===== src/rtl/gate_tb_pkg.sv =====
// ---------------------------------------------------------------------------
// gate_tb_pkg
// Shared definitions for the gate vector sequencer:
//   state_e      - sequencer FSM states
//   OP_*         - reference-function selector codes
//   num_vectors  - number of input combinations for an N-input gate (2^n)
// ---------------------------------------------------------------------------
package gate_tb_pkg;

  typedef enum logic [1:0] {
    IDLE  = 2'd0,
    APPLY = 2'd1,
    DONE  = 2'd2
  } state_e;

  localparam int OP_AND  = 0;
  localparam int OP_OR   = 1;
  localparam int OP_XOR  = 2;
  localparam int OP_NAND = 3;

  function automatic int num_vectors(input int n);
    return 1 << n;
  endfunction

endpackage


===== src/rtl/gate_ref_model.sv =====
// ---------------------------------------------------------------------------
// gate_ref_model
// Combinational golden model of the gate under test: a reduction of the
// applied vector selected by OP.
// Ports:
//   vec      in  N_IN  vector currently applied to the gate
//   expected out 1     reference output for vec
// ---------------------------------------------------------------------------
module gate_ref_model
  import gate_tb_pkg::*;
#(
  parameter int N_IN = 3,
  parameter int OP   = OP_AND
) (
  input  logic [N_IN-1:0] vec,
  output logic            expected
);

  always_comb begin
    expected = 1'b0;
    case (OP)
      OP_AND:  expected = &vec;
      OP_OR:   expected = |vec;
      OP_XOR:  expected = ^vec;
      OP_NAND: expected = ~&vec;
      default: expected = &vec;
    endcase
  end

endmodule


===== src/rtl/gate_vector_sequencer.sv =====
// ---------------------------------------------------------------------------
// gate_vector_sequencer
// Exhaustive stimulus/check stage for a small combinational gate. Sweeps every
// N_IN-bit vector in ascending order, holds each for HOLD_CYCLES clocks,
// samples the gate output on the last clock of each hold and compares it
// against gate_ref_model.
//
// state | meaning
// IDLE  | vec parked at 0, waiting for start
// APPLY | driving vectors, counting hold clocks, comparing at end of hold
// DONE  | one-cycle done pulse, pass valid; returns to IDLE
//
// Ports:
//   clk              in  1      rising-edge clock
//   rst_n            in  1      asynchronous active-low reset
//   start            in  1      starts a sweep when sampled in IDLE
//   abort            in  1      ends a running sweep without done
//   dut_out          in  1      output of the gate under test
//   vec              out N_IN   vector driven to the gate (MSB = "a")
//   busy             out 1      sweep in progress
//   done             out 1      one-cycle completion pulse
//   pass             out 1      last completed sweep had no mismatches
//   err_count        out N_IN+1 mismatch count of current/last sweep
//   first_fail_vec   out N_IN   first mismatching vector
//   first_fail_valid out 1      first_fail_vec is meaningful
// ---------------------------------------------------------------------------
module gate_vector_sequencer
  import gate_tb_pkg::*;
#(
  parameter int N_IN        = 3,
  parameter int HOLD_CYCLES = 4,
  parameter int OP          = OP_AND
) (
  input  logic            clk,
  input  logic            rst_n,
  input  logic            start,
  input  logic            abort,
  input  logic            dut_out,
  output logic [N_IN-1:0] vec,
  output logic            busy,
  output logic            done,
  output logic            pass,
  output logic [N_IN:0]   err_count,
  output logic [N_IN-1:0] first_fail_vec,
  output logic            first_fail_valid
);

  localparam int                HW        = $clog2(HOLD_CYCLES);
  localparam int                NVEC      = num_vectors(N_IN);
  localparam logic [HW-1:0]     HOLD_LAST = HW'(HOLD_CYCLES - 1);
  localparam logic [N_IN-1:0]   VEC_LAST  = N_IN'(NVEC - 1);

  state_e            state_q;
  logic [HW-1:0]     hold_cnt_q;
  logic [N_IN-1:0]   vec_q;
  logic              busy_q;
  logic              done_q;
  logic              pass_q;
  logic [N_IN:0]     err_count_q;
  logic [N_IN-1:0]   first_fail_vec_q;
  logic              first_fail_valid_q;

  logic              ref_out;
  logic              mismatch;
  logic [N_IN:0]     err_count_d;

  gate_ref_model #(
    .N_IN (N_IN),
    .OP   (OP)
  ) u_ref (
    .vec      (vec_q),
    .expected (ref_out)
  );

  // err_count cannot exceed 2^N_IN, so N_IN+1 bits never wrap.
  always_comb begin
    mismatch    = (dut_out != ref_out);
    err_count_d = mismatch ? (err_count_q + (N_IN + 1)'(1)) : err_count_q;
  end

  always_ff @(posedge clk or negedge rst_n) begin
    if (!rst_n) begin
      state_q            <= IDLE;
      hold_cnt_q         <= '0;
      vec_q              <= '0;
      busy_q             <= 1'b0;
      done_q             <= 1'b0;
      pass_q             <= 1'b0;
      err_count_q        <= '0;
      first_fail_vec_q   <= '0;
      first_fail_valid_q <= 1'b0;
    end else begin
      done_q <= 1'b0;
      case (state_q)
        IDLE: begin
          if (start) begin
            state_q            <= APPLY;
            vec_q              <= '0;
            hold_cnt_q         <= '0;
            busy_q             <= 1'b1;
            err_count_q        <= '0;
            first_fail_valid_q <= 1'b0;
            pass_q             <= 1'b0;
          end
        end

        APPLY: begin
          // abort takes priority even over the final compare edge.
          if (abort) begin
            state_q    <= IDLE;
            vec_q      <= '0;
            hold_cnt_q <= '0;
            busy_q     <= 1'b0;
          end else if (hold_cnt_q == HOLD_LAST) begin
            err_count_q <= err_count_d;
            if (mismatch && !first_fail_valid_q) begin
              first_fail_vec_q   <= vec_q;
              first_fail_valid_q <= 1'b1;
            end
            hold_cnt_q <= '0;
            if (vec_q != VEC_LAST) begin
              vec_q <= vec_q + N_IN'(1);
            end else begin
              // pass uses err_count_d so a miss on the last vector counts.
              state_q <= DONE;
              vec_q   <= '0;
              busy_q  <= 1'b0;
              done_q  <= 1'b1;
              pass_q  <= (err_count_d == '0);
            end
          end else begin
            hold_cnt_q <= hold_cnt_q + HW'(1);
          end
        end

        DONE: begin
          state_q <= IDLE;
        end

        default: begin
          state_q <= IDLE;
        end
      endcase
    end
  end

  assign vec              = vec_q;
  assign busy             = busy_q;
  assign done             = done_q;
  assign pass             = pass_q;
  assign err_count        = err_count_q;
  assign first_fail_vec   = first_fail_vec_q;
  assign first_fail_valid = first_fail_valid_q;

endmodule


===== config.mk =====
export PLATFORM = sky130hd
export DESIGN_NAME = gate_vector_sequencer
export DESIGN_NICKNAME = d
export VERILOG_FILES = /design/src/rtl/gate_tb_pkg.sv /design/src/rtl/gate_ref_model.sv /design/src/rtl/gate_vector_sequencer.sv
export SDC_FILE = /design/constraint.sdc
export NUM_CORES = 1
export LEC_CHECK = 0
export ABC_CLOCK_PERIOD_IN_PS = 2400
export CORE_MARGIN = 1
export CORE_UTILIZATION = 45
export DETAILED_ROUTE_END_ITERATION = 8
export GPL_TIMING_DRIVEN = 0
export PLACE_DENSITY = 0.75
export SLEW_MARGIN = 40
export SYNTH_ARGS = -nofsm -noshare
export SYNTH_HDL_FRONTEND = slang
export SYNTH_SLANG_ARGS = --single-unit

===== constraint.sdc =====
create_clock -name clk -period 2.4 [get_ports clk]
set_clock_uncertainty 0.2 [all_clocks]
set_input_delay 0.48 -clock clk [delete_from_list [all_inputs] [get_ports clk]]
set_output_delay 0.48 -clock clk [all_outputs]
set_load 0.05 [all_outputs]

==> impl_results.md, run 1 <==
- DRC viols: 0
- Yosys cell types: 28
- Critical path depth: 1
- Dpl ws: 0.0746 ns
- Final Util: 63.2%
- CTS tree: built
- CTS root buffer: clkbuf_4
- CP Max Fanout: 7
- Syn avg cell area: 11.3 um^2
- Most frequent cells in the layout: dfrtp_1, clkdlybuf4s50_1, o21ai_0
- Via density: 5.26
- Buf/Inv on CP: 1
- Total global-route track usage: 17.8%
- Total power: 0.619 mW
- Fmax: 441 MHz
- Hold Vio Cnt, Final: 0
- TritonCTS Buffers: 3
- Iteration-0 DRC Markers: 9
- Initial antenna violation count: 0
- Die area: 0.00207 mm^2
- Seq/Total Area, Yosys: 53.0%
- Remaining antenna violation count: 0
- Reg2reg setup slack: 0.25 ns
- Die Y: 45.5 um
- Die width: 45.5 um
- Worst r2r path cells: 6
- Crit. End Element: primary output
- Clk slew on worst S/H paths: 0.10 ns
- RSZ-0062 raised after global routing: no
- Slowest CP cell: clkdlybuf4s50_1
- Syn Nets: 84
- DP Area: 0.00106 mm^2
- Mapped cell area: 850 um^2
- CP startpoint kind: register
- Peak supply drop: 337 uV
- GRT Residual Overflow: 0
- First-pass GRT wire length: 2550 um
- MaxCap Viol Count: 0
- LEAKAGE: 0.531 nW
- Worst-skew pair later-pin latency: 0.28 ns
- Post-DP HPWL: 1120 um
- Drt wl/cell: 12.5 um
- Total wire length: 1540 um
- CP arrival: 1.59 ns
- # fillers: 151
- PwrDens: 562 mW/mm^2
- Clock sinks: 18
- Final net count: 108
- Detailed-router iteration count before antenna repair: 4
- Worst stage delay on the critical path: 0.84 ns
- Max Transition Viols Final: 0
- Vias in the first global route: 563
- Initial Util: 48.7%
- Most common cell after layout, fill and taps aside: dfrtp_1
- Critical Path RT: 1.72 ns
- Vias: 647
- Yosys reg bits: 18
- Hold crit path type: register to register
- H-tree depth: 1
- Outcome: finished clean
- Syn. warnings: 0
- Finished layout cell area: 0.00110 mm^2
- Worst hold stages: 1
- Crit path max-delay family: buffers and inverters
- RePlAce Congestion: 0.766
- Synthesis-to-finish area growth: 29.7%
- CTS Buffer Depth: 2
- Worst slew pin tran: 0.499 ns
- Total core area: 0.00175 mm^2
- I/O pin cnt: 19
- Fin crit share: 94.5%
- # diodes: 0
- Placement row count: 15
- Share of cells above drive strength 1: 13.3%
- Setup violators final: 0
- Cells after synthesis: 75
- Clock period minus worst slack: 2.27 ns
- Largest net degree at the start of global routing: 19
- Crit-path cells: clkdlybuf4s50_1
- TNS Setup: 0 ns
- Headroom to the max-slew limit: 66.7%
- Port Buf Inserts: 18
- PnR worst setup slack: 0.131 ns
- Setup Crit Path Kind: register to primary output
## synth_stat cells
master,number,share of area [%]
o31ai_1,1,0.88
and3b_1,1,1.0
and3_1,2,1.5
nor3_1,2,1.2
a32o_1,1,1.2
nand3_1,4,2.4
dfrtp_1,18,53
xor2_2,1,1.9
and4bb_2,1,1.5
nand2_1,5,2.2
a22o_1,2,2.1
o21ai_0,7,4.1
a21boi_0,1,0.88
ha_1,4,5.9
inv_1,4,1.8
nor3b_1,1,0.88
nor2b_1,1,0.74
nor2_1,1,0.44
a22oi_1,1,0.88
a21o_1,3,2.7
nand2_2,1,0.74
o21ai_1,1,0.59
xnor2_1,2,2.1
and2_1,3,2.2
nand4_1,1,0.74
nor2_2,1,0.74
a21oi_1,1,0.59
mux2_2,4,5.3
## metal layers
| metal | routed length [um] | track usage [%] | up-vias |
|---|---|---|---|
| li1 | - | - | 314 |
| met1 | 756 | 26.3 | 314 |
| met2 | 681 | 24.3 | 17 |
| met3 | 79 | 2.78 | 2 |
| met4 | 21 | 10.9 | 0 |
| met5 | 0 | 0 | - |
## layout make-up
cell class / instances / area (um^2) / share of cell area (%)
Tap cell: 25 / 31.3 / 2.84
Timing Repair Buffer: 19 / 185 / 16.8
Inverter: 4 / 15.0 / 1.36
Sequential cell: 18 / 450 / 40.9
Multi-Input combinational cell: 53 / 384 / 34.8
Clock buffer: 4 / 36.3 / 3.29
## report_power, final
group / switching, mW / leakage [nW] / internal (mW)
Sequential: 0.0149 / 0.244 / 0.319
Clock: 0.0896 / 0.0210 / 0.0922
Combinational: 0.0636 / 0.266 / 0.0403
Total: 0.168 / 0.531 / 0.451
## registers in the layout (all words and copies together) (netlist names)
register,flops
busy,1
done,1
err_count,4
first_fail_valid,1
first_fail_vec,3
hold_cnt_q,2
pass,1
state_q,2
vec,3
## path summary, 6_finish.rpt
path	start	endpoint
worst max-delay path	err_count[0]$_DFFE_PN0P_	err_count[0]
worst min-delay path	hold_cnt_q[0]$_DFFE_PN0P_	hold_cnt_q[0]$_DFFE_PN0P_
worst max register to register	vec[0]$_DFFE_PN0P_	first_fail_vec[2]$_DFFE_PN0P_
worst min register to register	hold_cnt_q[0]$_DFFE_PN0P_	hold_cnt_q[0]$_DFFE_PN0P_
max in group asynchronous	rst_n	first_fail_vec[2]$_DFFE_PN0P_
min in group asynchronous	rst_n	hold_cnt_q[0]$_DFFE_PN0P_
## timing repair
action | CTS | global route
hold endpoints to repair | 0 | 18
hold buffers | 0 | 1
buffers inserted | 0 | 0
resized for setup | 0 | 0
## cells by family after synthesis
| group | count (synthesis) | synth area share [%] |
|---|---|---|
| mux | 4 | 5.30 |
| fa+ha+maj | 4 | 5.89 |
| flops | 18 | 53.0 |
| buf+inv | 4 | 1.77 |
| simple gates | 24 | 16.2 |
| compound gates | 18 | 13.8 |
| xor+xnor | 3 | 3.98 |
## metrics by stage
stage	std cells	hold slack, ns
2_1_floorplan	75	-0.0156
3_3_place_gp	118	0.282
3_5_place_dp	118	0.299
4_1_cts	122	0.317
5_1_grt	123	0.337
6_report	123	0.306
Note: power is estimated with default switching activity, not from simulation.
==> run 2, diff against run 1 <==
- SLEW_MARGIN: 40 -> not set
==> impl_results.md, run 2 (same netlist as run 1, synthesis figures left out) <==
- Via density: 5.30 (+0.66%)
- CTS Buffer Depth: 2 (unchanged)
- GRT Residual Overflow: 0 (unchanged)
- Total power: 0.619 mW (about the same)
- Worst stage delay on the critical path: 0.84 ns (about the same)
- PwrDens: 564 mW/mm^2 (+0.40%)
- DP Area: 0.00106 mm^2 (unchanged)
- Share of cells above drive strength 1: 12.4% (-0.89 points)
- Setup Crit Path Kind: register to primary output
- DRC viols: 0 (unchanged)
- Clk network pwr share: 29.4% (about the same)
- Comb pwr share: 16.7% (about the same)
- Final net count: 107 (-0.93%)
- Synthesis-to-finish area growth: 29.2%
- Setup repair bufs after CTS: 0 (unchanged)
- Die Y: 45.5 um (unchanged)
- Outcome: finished clean
- Critical Path RT: 1.72 ns (about the same)
- Worst r2r path cells: 6 (unchanged)
- RePlAce Congestion: 0.766 (unchanged)
- Detailed-router iteration count before antenna repair: 4 (unchanged)
- Sw power: 0.168 mW (about the same)
- CP startpoint kind: register
- I/O pin cnt: 19 (unchanged)
- # hold bufs at CTS: 0 (unchanged)
- Hold path startpoint: hold_cnt_q[0]$_DFFE_PN0P_
- Max reg flops: 4 (unchanged)
- TNS Setup: 0 ns (unchanged)
- Hold crit path type: register to register
- Initial Util: 48.7% (unchanged)
- RSZ-0062 raised after global routing: no
- Die area: 0.00207 mm^2 (unchanged)
- Finished layout cell area: 0.00110 mm^2 (-0.45%)
- Headroom to the max-slew limit: 46.6% (-20 points)
- Crit-path cells: clkdlybuf4s50_1
- Remaining antenna violation count: 0 (unchanged)
- Total global-route track usage: 17.8% (unchanged)
- Iteration-0 DRC Markers: 9 (unchanged)
- Fin crit share: 94.5% (unchanged)
- H-tree depth: 1 (unchanged)
- # fillers: 152 (+0.66%)
- Worst r2r src: vec[0]$_DFFE_PN0P_
- Total wire length: 1540 um (-0.13%)
- Max Transition Viols Final: 0 (unchanged)
- Drt wl/cell: 12.6 um (+0.69%)
- Hold Vio Cnt, Final: 0 (unchanged)
- Area of the multi-input gates: 384 um^2 (unchanged)
- Number of gates resized after CTS: 0 (unchanged)
- Crit. End Element: primary output
- CTS tree: built
- Slowest CP cell: clkdlybuf4s50_1
- LEAKAGE: 0.527 nW (-0.79%)
- Crit path max-delay family: buffers and inverters
- Vias in the first global route: 563 (unchanged)
- Setup violators final: 0 (unchanged)
- Worst-skew pair later-pin latency: 0.28 ns (about the same)
- Post-DP HPWL: 1120 um (unchanged)
- CTS root buffer: clkbuf_4
- Worst hold stages: 1 (unchanged)
- Final Util: 62.9% (-0.29 points)
- Initial antenna violation count: 0 (unchanged)
- Worst slew pin tran: 0.799 ns (+0.300 ns)
- Critical Path Source: err_count[0]$_DFFE_PN0P_
- Largest net degree at the start of global routing: 19 (unchanged)
- Switching fraction of total power: 27.1% (about the same)
- Port Buf Inserts: 18 (unchanged)
- Min-Delay Endpoint: hold_cnt_q[0]$_DFFE_PN0P_
- CP arrival: 1.59 ns (about the same)
- Most frequent cells in the layout: dfrtp_1, clkdlybuf4s50_1, o21ai_0
- Internal power: 0.451 mW (about the same)
- Fmax: 441 MHz (unchanged)
- Die width: 45.5 um (unchanged)
- Peak supply drop: 337 uV (about the same)
- CP Max Fanout: 7 (unchanged)
- Vias: 646 (-0.15%)
- Reg2reg setup slack: 0.25 ns (about the same)
- TritonCTS Buffers: 3 (unchanged)
- Sequential Area: 450 um^2 (unchanged)
- # diodes: 0 (unchanged)
- Seq pwr share: 53.9% (about the same)
- Clock sinks: 18 (unchanged)
- Total core area: 0.00175 mm^2 (unchanged)
- First-pass GRT wire length: 2550 um (unchanged)
- Clk slew on worst S/H paths: 0.10 ns (about the same)
- Clock period minus worst slack: 2.27 ns (unchanged)
- Placement row count: 15 (unchanged)
- Buf/Inv on CP: 1 (unchanged)
- MaxCap Viol Count: 0 (unchanged)
- Reg2reg end: first_fail_vec[2]$_DFFE_PN0P_
==> run 2: cell count changes in the layout (fill, tap and decap cells not counted) <==
cell | previous run | this run
buf_2 | 1 | 0
clkdlybuf4s50_1 | 17 | 18
dlygate4sd3_1 | 1 | 0
==> run 2: routing by layer <==
metal / global-route usage, % / share of wire [%] / vias to the layer above
met5: 0 / 0 / -
met4: 10.9 / 1.4 / 0
met3: 2.78 / 5.3 / 2
met2: 24.3 / 44 / 17
met1: 26.3 / 49 / 315
li1: - / - / 312
==> run 2: area by class of cell <==
class	count	share of cell area (%)
Clock buffer	4	3.31
Inverter	4	1.37
Tap cell	25	2.85
Timing Repair Buffer	18	16.4
Sequential cell	18	41.0
Multi-Input combinational cell	53	35.0
==> run 2: power by group through the flow <==
stage | Sequential [mW] | Combinational, mW | Clock (mW)
global route | 0.336 | 0.114 | 0.202
finish | 0.334 | 0.104 | 0.182
CTS | 0.333 | 0.104 | 0.189
floorplan | 0.366 | 0.0363 | 0
global placement | 0.338 | 0.103 | 0
detailed placement | 0.339 | 0.104 | 0
==> run 2: metrics by stage <==
| stage | cells | worst slack [ns] | hold WS [ns] |
|---|---|---|---|
| 2_1_floorplan | 75 | 0.152 | -0.0156 |
| 3_3_place_gp | 118 | 0.0787 | 0.282 |
| 3_5_place_dp | 118 | 0.0746 | 0.299 |
| 4_1_cts | 122 | 0.122 | 0.317 |
| 5_1_grt | 122 | 0.0592 | 0.337 |
| 6_report | 122 | 0.131 | 0.306 |
==> run 2: how the worst max path moves through the flow <==
| stage | slack, ns | depth (start not counted) | to |
|---|---|---|---|
| after global routing | 0.06 | 1 | err_count[0] |
| after detailed placement | 0.07 | 5 | first_fail_vec[2]$_DFFE_PN0P_ |
| after CTS | 0.12 | 1 | err_count[0] |
| after global placement | 0.08 | 5 | first_fail_vec[0]$_DFFE_PN0P_ |
| final | 0.13 | 1 | err_count[0] |
| after floorplan | 0.15 | 6 | first_fail_vec[0]$_DFFE_PN0P_ |
